File: config.mk
export PLATFORM = sky130hd
export DESIGN_NAME = bus_rr_arbiter
export DESIGN_NICKNAME = d
export VERILOG_FILES = /design/src/rtl/bus_rr_arbiter.sv
export SDC_FILE = /design/constraint.sdc
export NUM_CORES = 1
export LEC_CHECK = 0
export CAP_MARGIN = 20
export CORE_ASPECT_RATIO = 1.2
export CORE_UTILIZATION = 35
export DETAILED_ROUTE_END_ITERATION = 12
export PLACE_DENSITY = 0.64
export SLEW_MARGIN = 20
export SYNTH_ARGS = -nofsm -noshare
export SYNTH_HDL_FRONTEND = slang
export SYNTH_SLANG_ARGS = --single-unit
File: constraint.sdc
create_clock -name CLK -period 1.65 [get_ports CLK]
set_clock_uncertainty 0.1 [all_clocks]
set_input_delay 0.495 -clock CLK [delete_from_list [all_inputs] [get_ports CLK]]
set_output_delay 0.495 -clock CLK [all_outputs]
set_load 0.01 [all_outputs]
File: src/rtl/bus_rr_arbiter.sv
// bus_rr_arbiter
// Round-robin owner of a shared memory/peripheral bus for NCORES cores.
// One core at a time owns the bus. The bus is taken back only when that core
// sits at an instruction boundary and the shared resource is not mid-access.
// A change of owner always passes through two all-stall cycles (HANDOVER, SETTLE)
// so the old owner's last bus cycle is finished before the new owner drives it.
//
// Handshake: i_req[k] is a level. Core k holds it high for as long as it wants the bus.
// Core k may use the bus on any cycle where o_grant_vld && o_grant == k && !o_busy[k].
// There is no separate acknowledge. Dropping i_req while owning lets the bus go
// at the next instruction boundary.
//
// Ports:
//   CLK          clock, all state updates on the rising edge
//   RST          asynchronous, active-high reset
//   i_init_done  memory system initialised; no new grant is issued while low
//   i_req        per-core bus request (level)
//   i_idle       per-core "at instruction boundary" flag
//   i_sys_busy   shared resource busy (ORed upstream)
//   o_grant      index of the current/last owner (registered)
//   o_grant_vld  high only while in OWN
//   o_busy       per-core stall: only the owner in OWN sees i_sys_busy, everyone else is stalled
//   o_hold_cnt   cycles the current owner has spent in OWN (saturating)
//   o_state      FSM state for debug/checkers (0 IDLE, 1 SETTLE, 2 OWN, 3 HANDOVER)
module bus_rr_arbiter #(
    parameter int NCORES   = 2,
    parameter int MAX_HOLD = 8,
    localparam int GW      = (NCORES > 1) ? $clog2(NCORES) : 1
) (
    input  logic              CLK,
    input  logic              RST,
    input  logic              i_init_done,
    input  logic [NCORES-1:0] i_req,
    input  logic [NCORES-1:0] i_idle,
    input  logic              i_sys_busy,
    output logic [GW-1:0]     o_grant,
    output logic              o_grant_vld,
    output logic [NCORES-1:0] o_busy,
    output logic [7:0]        o_hold_cnt,
    output logic [1:0]        o_state
);

    typedef enum logic [1:0] {
        S_IDLE     = 2'd0,
        S_SETTLE   = 2'd1,
        S_OWN      = 2'd2,
        S_HANDOVER = 2'd3
    } state_t;

    localparam logic [7:0] HOLD_LIMIT = 8'(MAX_HOLD - 1);

    state_t            state_q, state_d;
    logic [GW-1:0]     grant_q, grant_d;
    logic [7:0]        hold_q,  hold_d;

    logic              rr_found;
    logic [GW-1:0]     rr_pick;
    logic [NCORES-1:0] owner_mask;
    logic              others_req;
    logic              release_ok;

    // Cyclic search starting at grant_q+1. The owner itself is visited last,
    // so it is picked only when nobody else is asking. NCORES is a power of two,
    // so wrap-around is just GW-bit overflow.
    always_comb begin
        rr_found = 1'b0;
        rr_pick  = grant_q;
        for (int i = 1; i <= NCORES; i++) begin
            logic [GW-1:0] idx;
            idx = grant_q + GW'(i);
            if (!rr_found && i_req[idx]) begin
                rr_found = 1'b1;
                rr_pick  = idx;
            end
        end
    end

    assign owner_mask = NCORES'(1) << grant_q;
    assign others_req = |(i_req & ~owner_mask);

    // The bus may only be taken away at an instruction boundary with no access
    // in flight. Hold count alone never forces a release.
    assign release_ok = i_idle[grant_q] && !i_sys_busy &&
                        (!i_req[grant_q] || (hold_q >= HOLD_LIMIT));

    always_ff @(posedge CLK or posedge RST) begin
        if (RST) begin
            state_q <= S_IDLE;
            grant_q <= '0;
            hold_q  <= '0;
        end else begin
            state_q <= state_d;
            grant_q <= grant_d;
            hold_q  <= hold_d;
        end
    end

    always_comb begin
        state_d = state_q;
        grant_d = grant_q;
        hold_d  = hold_q;
        case (state_q)
            S_IDLE: begin
                if (i_init_done && (|i_req)) begin
                    grant_d = rr_pick;
                    state_d = S_SETTLE;
                end
            end
            S_SETTLE: begin
                hold_d  = '0;
                state_d = S_OWN;
            end
            S_OWN: begin
                hold_d = (hold_q == 8'hFF) ? hold_q : hold_q + 8'd1;
                if (release_ok) begin
                    // With init_done low the current tenure ends and nothing new starts.
                    if (!i_init_done) begin
                        state_d = S_IDLE;
                    end else if (others_req) begin
                        state_d = S_HANDOVER;
                    end else if (i_req[grant_q]) begin
                        // Sole requester: a fresh tenure without the two-cycle gap.
                        hold_d = '0;
                    end else begin
                        state_d = S_IDLE;
                    end
                end
            end
            S_HANDOVER: begin
                // Requests are re-sampled here, so a core that gave up during
                // HANDOVER is skipped. The old owner can be re-granted.
                if (i_init_done && rr_found) begin
                    grant_d = rr_pick;
                    state_d = S_SETTLE;
                end else begin
                    state_d = S_IDLE;
                end
            end
            default: state_d = S_IDLE;
        endcase
    end

    always_comb begin
        o_busy = '1;
        for (int k = 0; k < NCORES; k++) begin
            if ((state_q == S_OWN) && (grant_q == GW'(k))) begin
                o_busy[k] = i_sys_busy;
            end
        end
    end

    assign o_grant     = grant_q;
    assign o_grant_vld = (state_q == S_OWN);
    assign o_hold_cnt  = hold_q;
    assign o_state     = state_q;

endmodule

==> results of run 1 <==
==> state kept, by name, summed over array words and instances (netlist names) <==
name        count
o_hold_cnt      8
o_state         2
o_grant         1
==> cells in the mapped netlist (2+ instances only) <==
| master | instances | area, um^2 |
|---|---|---|
| o21ai_0 | 4 | 20.02 |
| ha_1 | 5 | 62.56 |
| dfrtp_1 | 11 | 275.3 |
| nand2_1 | 3 | 11.26 |
| nand3_1 | 6 | 30.03 |
| nor2_1 | 6 | 22.52 |
| inv_1 | 5 | 18.77 |
| a31oi_1 | 3 | 18.77 |
| xor2_1 | 2 | 17.52 |
| a21oi_1 | 6 | 30.03 |
| a22oi_1 | 2 | 15.01 |
| o21ai_2 | 3 | 26.28 |
| or3_1 | 2 | 12.51 |
| mux2i_1 | 2 | 20.02 |
==> final timing paths <==
| check | start | to | slack [ps] | cells past startpoint |
|---|---|---|---|---|
| worst max-delay path | o_state[0] | o_busy[0] | -310 | 4 |
| worst min-delay path | RST | o_hold_cnt[5] | 410 | 2 |
| worst max register to register | o_grant | o_hold_cnt[4] | -160 | 6 |
| worst min register to register | o_hold_cnt[6] | o_hold_cnt[6] | 540 | 2 |
| max in group asynchronous | RST | o_state[1] | 700 | 2 |
| min in group CLK | o_hold_cnt[6] | o_hold_cnt[6] | 540 | 2 |
==> kinds of logic (layout without fill, tap and decap cells) <==
group,Yosys count,in the layout,synth area share [%]
compound gates,31,31,28.83
xor+xnor,2,2,2.081
fa+ha+maj,5,5,7.429
buf+inv,7,68,4.160
flops,11,11,32.69
mux,4,4,5.497
simple gates,26,26,19.32
==> through the flow <==
stage,total power [mW],TNS [ps],utilization [%]
after global placement,1.739,-6907,57.02
after CTS,2.216,-1942,62.50
after global routing,2.765,-2464,68.80
final,2.605,-2015,68.80
after detailed placement,1.764,-7205,57.02
after floorplan,1.161,-204.9,-
==> routing by layer <==
metal	vias to the layer above	routed length (um)
met3	5	105
met2	23	1382
met1	486	988
met4	0	41
met5	-	0
li1	463	-
==> power groups by stage <==
stage	Clock [mW]	Sequential [mW]	Combinational [mW]
floorplan	0	0.466	0.694
detailed placement	0	0.404	1.36
finish	0.193	0.400	2.01
global route	0.206	0.410	2.15
global placement	0	0.400	1.34
CTS	0.195	0.402	1.62
==> critical path, cell delays in order, from the launching register on <==
cell,delay (ps)
dfrtp_1,390
inv_2,80
ha_4,130
or3b_4,370
buf_6,130
==> area by class of cell <==
class / count / area, um^2 / area share (%)
well taps: 31 / 38.79 / 2.470
flip-flops and latches: 11 / 280.3 / 17.85
repair buffers: 59 / 499.2 / 31.79
clock buffers: 4 / 26.28 / 1.673
multi-input cells: 68 / 704.4 / 44.86
inverters: 5 / 21.27 / 1.355
==> repair_timing <==
action	CTS	global route
setup buffers	4	8
pin swaps	10	11
resized for setup	62	23
setup endpoints to repair	24	16
hold buffers	0	0
==> cell usage in the layout, fill, tap and decap left out, types with 2 or more instances in the layout <==
cell type        synthesis  final
o21ai_0                  4      2
clkbuf_4                 0      3
nand2_1                  3      3
a21oi_1                  6      2
buf_2                    1      3
ha_4                     0      2
clkbuf_2                 0      2
a21oi_2                  0      4
dfrtp_2                  0      4
buf_4                    0     29
inv_1                    5      2
a22oi_2                  0      2
o21ai_2                  3      3
nand3_1                  6      6
dlygate4sd2_1            0     10
ha_1                     5      2
or3_1                    2      2
a311oi_4                 1      2
dfrtp_1                 11      7
inv_2                    0      2
nor2_1                   6      5
clkdlybuf4s50_1          0      3
buf_6                    1     11
a31oi_1                  3      2
==> summary.md, run 1 <==
| Metric | Value |
|---|---|
| Average vias per placed instance | `5.489` |
| CTS Buf Count | `3` |
| N_diodes | `0` |
| Clock power share | `7.4%` |
| Worst slew pin tran | `451.5 ps` |
| Final Hold Fails | `0` |
| Final Cell Area | `1570 um^2` |
| # fillers | `190` |
| Initial antenna violation count | `0` |
| Leak | `0.6945 nW` |
| M3 GR Usage | `1.948%` |
| Vias post-DR | `977` |
| Fin crit share | `119.0%` |
| Reg power frac | `15.4%` |
| Period minus WS final | `1964 ps` |
| Dpl cells | `163` |
| Pint | `1.519 mW` |
| HPWL after DPL | `1.752 mm` |
| Initial cell density of the core | `36.90%` |
| Ports | `22` |
| CTS tree | `done` |
| Total wire length | `2.517 mm` |
| Port buffer count | `21` |
| Top FF cell, synth | `dfrtp_1` |
| GPL Wtd Cong | `0.8663` |
| Crit path launch type | `register` |
| Setup-failing EPs final | `13` |
| Full die area | `2607 um^2` |
| Asr flop ratio synth | `100.0%` |
| # DRC | `0` |
| RSZ-0062 raised after global routing | `yes` |
| Number of detailed-route iterations in the first pass | `4` |
| Reg clk slew, reported paths | `70 ps` |
| Peak supply drop | `1.538 mV` |
| Core ar. | `2282 um^2` |
| Synth Area per Inst | `9.791 um^2` |
| Gr busiest metal | `met2` |
| Worst hold slack | `414.9 ps` |
| Htree depth | `1` |
| Area delta synth->final | `86.48%` |
| # Max-Cap Violations | `0` |
| Fmax | `509.2 MHz` |
| Run status | `finished, violations left` |
| Clock Tree Root | `clkbuf_4` |
| Pre-CTS WS | `-703.5 ps` |
| Syn_nets | `99` |
| Routing usage on met1 | `24.02%` |
| Post-Place Cell Area | `1301 um^2` |
| WL/cell | `14.14 um` |
| Post-layout nets | `161` |
| Slew HR | `69.86%` |
| Die Height | `55.73 um` |
| Synthesis-stage register bit count | `11` |
| Post-synthesis cell count | `86` |
| Layout cells sized above 1 | `58.50%` |
| Req. time, crit path | `1050 ps` |
| Row count | `19` |
| Critical path arrival | `1370 ps` |
| Post-synth EDFFs | `0` |
| Switching power | `1.085 mW` |
| Clk sinks | `11` |
| Switching Share | `41.67%` |
| Gr ovfl total | `0` |
| Combinational power share | `77.2%` |
| Total track usage | `20.89%` |
| Critical path peak fanout | `2` |
| Final worst slack | `-313.9 ps` |
| Vias in the first global route | `939` |
| Non-filler cells, final | `178` |
| Sequential area share after synthesis | `32.69%` |
| Chip width | `46.78 um` |
| Cell area after synthesis | `842.1 um^2` |
| Setup Crit Path Kind | `reg -> out` |
| Final antenna-violating net count | `0` |
| Iter 0 DRT Violations | `15` |
| GRT met2 Usage | `37.10%` |
| Worst-Skew Late Latency | `280 ps` |
| Yosys cell types | `40` |
| Path type of the worst min-delay path | `in -> async` |
| Largest net degree at the start of global routing | `12` |
| Clock Path Buffers | `2` |
| Violated checks | `setup timing` |
| Element type at the critical path end | `output pin` |
| First-pass GRT wire length | `3.995 mm` |
| Slew Limit Fails | `0` |
| P per Cell Area | `1659 nW/um^2` |
| Ys Warns | `0` |
(Power assumes the default switching activity.)
==> inputs of run 2 (changes only) <==
Settings changed: CORE_MARGIN set to 5.
==> summary.md, run 2 (synthesis results as in run 1) <==
| Metric | Value |
|---|---|
| Vias in the first global route | `1007 (was 939)` |
| HPWL after DPL | `1.883 mm (was 1.752 mm)` |
| Period minus WS final | `1965 ps (was 1964 ps)` |
| Post-Place Cell Area | `1309 um^2 (was 1301 um^2)` |
| First-pass GRT wire length | `4.360 mm (was 3.995 mm)` |
| N_diodes | `0 (unchanged)` |
| Slew Limit Fails | `0 (unchanged)` |
| Ports | `22 (unchanged)` |
| Vias post-DR | `937 (was 977)` |
| Fmax | `508.8 MHz (was 509.2 MHz)` |
| Port buffer count | `21 (unchanged)` |
| Die Height | `63.73 um (was 55.73 um)` |
| Initial antenna violation count | `0 (unchanged)` |
| Reg clk slew, reported paths | `70 ps (about the same)` |
| Gr ovfl total | `0 (unchanged)` |
| Most frequent cells in the layout | `33 x buf_4, 10 x dlygate4sd2_1, 7 x dfrtp_1, 6 x nand3_1, 5 x nor2_1 (was 29 x buf_4, 11 x buf_6, 10 x dlygate4sd2_1, 7 x dfrtp_1, 6 x nand3_1)` |
| Run status | `finished, violations left (unchanged)` |
| Reg-to-reg slack, setup | `-150 ps (was -160 ps)` |
| Number of detailed-route iterations in the first pass | `4 (unchanged)` |
| Row count | `19 (unchanged)` |
| CTS Buf Count | `3 (unchanged)` |
| Fin Setup TNS | `-1735 ps (was -2015 ps)` |
| Path type of the worst min-delay path | `in -> async (unchanged)` |
| Peak supply drop | `1.147 mV (was 1.538 mV)` |
| Final worst slack | `-315.4 ps (was -313.9 ps)` |
| Critical path startpoint | `o_state[0] (unchanged)` |
| Largest net degree at the start of global routing | `12 (unchanged)` |
| Total wire length | `2.690 mm (was 2.517 mm)` |
| Setup Crit Path Kind | `reg -> out (unchanged)` |
| Htree depth | `1 (unchanged)` |
| Core ar. | `2306 um^2 (was 2282 um^2)` |
| Crit path launch type | `register (unchanged)` |
| Worst-Skew Late Latency | `280 ps (about the same)` |
| # Max-Cap Violations | `0 (unchanged)` |
| Violated checks | `setup timing (unchanged)` |
| Gr busiest metal | `met2 (unchanged)` |
| Total track usage | `16.77% (was 20.89%)` |
| Clk sinks | `11 (unchanged)` |
| Initial cell density of the core | `36.52% (was 36.90%)` |
| R2R Path Start | `o_grant (unchanged)` |
| Req. time, crit path | `1050 ps (about the same)` |
| RSZ-0062 raised after global routing | `yes (unchanged)` |
| CTS tree | `done (unchanged)` |
| Commonest non-fill, non-tap cell in the layout | `buf_4 (unchanged)` |
| P per Cell Area | `1598 nW/um^2 (was 1659 nW/um^2)` |
| Power, Total | `2.331 mW (was 2.605 mW)` |
| Post-layout nets | `159 (was 161)` |
| Element type at the critical path end | `output pin (unchanged)` |
| Max reg flops | `8 (unchanged)` |
| Setup-failing EPs final | `13 (unchanged)` |
| GPL Wtd Cong | `0.8242 (was 0.8663)` |
| Chip width | `54.78 um (was 46.78 um)` |
| Leak | `0.6684 nW (was 0.6945 nW)` |
| R2R depth | `5 (was 6)` |
| Final Hold Fails | `0 (unchanged)` |
| GRT met2 Usage | `29.59% (was 37.10%)` |
| M3 GR Usage | `2.326% (was 1.948%)` |
| Routing usage on met1 | `18.29% (was 24.02%)` |
| WL/cell | `15.28 um (was 14.14 um)` |
| Pre-CTS WS | `-712.5 ps (was -703.5 ps)` |
| End of the critical path | `o_busy[0] (unchanged)` |
| Full die area | `3491 um^2 (was 2607 um^2)` |
| Layout cells sized above 1 | `53.79% (was 58.50%)` |
| Cts hold-fix bufs | `0 (unchanged)` |
| Fin crit share | `119.1% (was 119.0%)` |
| Final Cell Area | `1459 um^2 (was 1570 um^2)` |
| Final antenna-violating net count | `0 (unchanged)` |
| Clock Path Buffers | `2 (unchanged)` |
| Critical path peak fanout | `2 (unchanged)` |
| Critical path arrival | `1370 ps (about the same)` |
| # DRC | `0 (unchanged)` |
| Average vias per placed instance | `5.324 (was 5.489)` |
| Worst slew pin tran | `439.9 ps (was 451.5 ps)` |
| Iter 0 DRT Violations | `18 (was 15)` |
| Clock Tree Root | `clkbuf_4 (unchanged)` |
| Area delta synth->final | `73.25% (was 86.48%)` |
| Slew HR | `70.64% (was 69.86%)` |
| Critical R2R Capture | `o_hold_cnt[4] (unchanged)` |
-- run 2: repair_timing --
action,4_1_cts,5_1_grt
setup buffers,9,0
cloned,0,0
endpoints found under the setup margin,24,17
gates resized for setup,55,10
endpoints found under the hold margin,0,0
pin swaps,17,6
-- run 2: critical path: stages (launching register included) --
cell	delay, ps
dfrtp_1	390
inv_2	80
ha_4	130
or3b_4	370
buf_6	130
-- run 2: area by class of cell --
class	count	area (um^2)
repair buffers	57	451.7
clock buffers	4	26.28
flip-flops and latches	11	280.3
fillers	214	847.1
inverters	5	21.27
well taps	31	38.79
multi-input cells	68	640.6
-- run 2: metal layers --
| layer | vias to the layer above | routed length [um] | share of wire, % |
|---|---|---|---|
| met5 | - | 0 | 0 |
| met1 | 458 | 1124 | 42 |
| met2 | 19 | 1399 | 52 |
| met3 | 5 | 111 | 4.1 |
| met4 | 0 | 55 | 2.0 |
| li1 | 455 | - | - |
-- run 2: metrics by stage --
stage | std cells | utilization, % | hold WS (ps)
finish | 176 | 63.27 | 407.0
global route | 176 | 63.27 | 447.6
CTS | 176 | 62.62 | 417.0
detailed placement | 164 | 56.76 | 535.6
global placement | 164 | 56.76 | 529.7
floorplan | 86 | - | 247.3
-- run 2: power breakdown --
group,internal [mW],switching (mW),total [mW]
Sequential,0.348,0.0533,0.401
Clock,0.0942,0.0970,0.191
Combinational,0.889,0.850,1.74
-- run 2: worst min path at each step --
stage                     to  slack, ps  depth (start not counted)
3_3_place_gp      o_state[1]        530                          2
4_1_cts        o_hold_cnt[3]        420                          2
6_report       o_hold_cnt[1]        410                          2
2_1_floorplan        o_grant        250                          1
5_1_grt        o_hold_cnt[1]        450                          2
3_5_place_dp      o_state[1]        540                          2
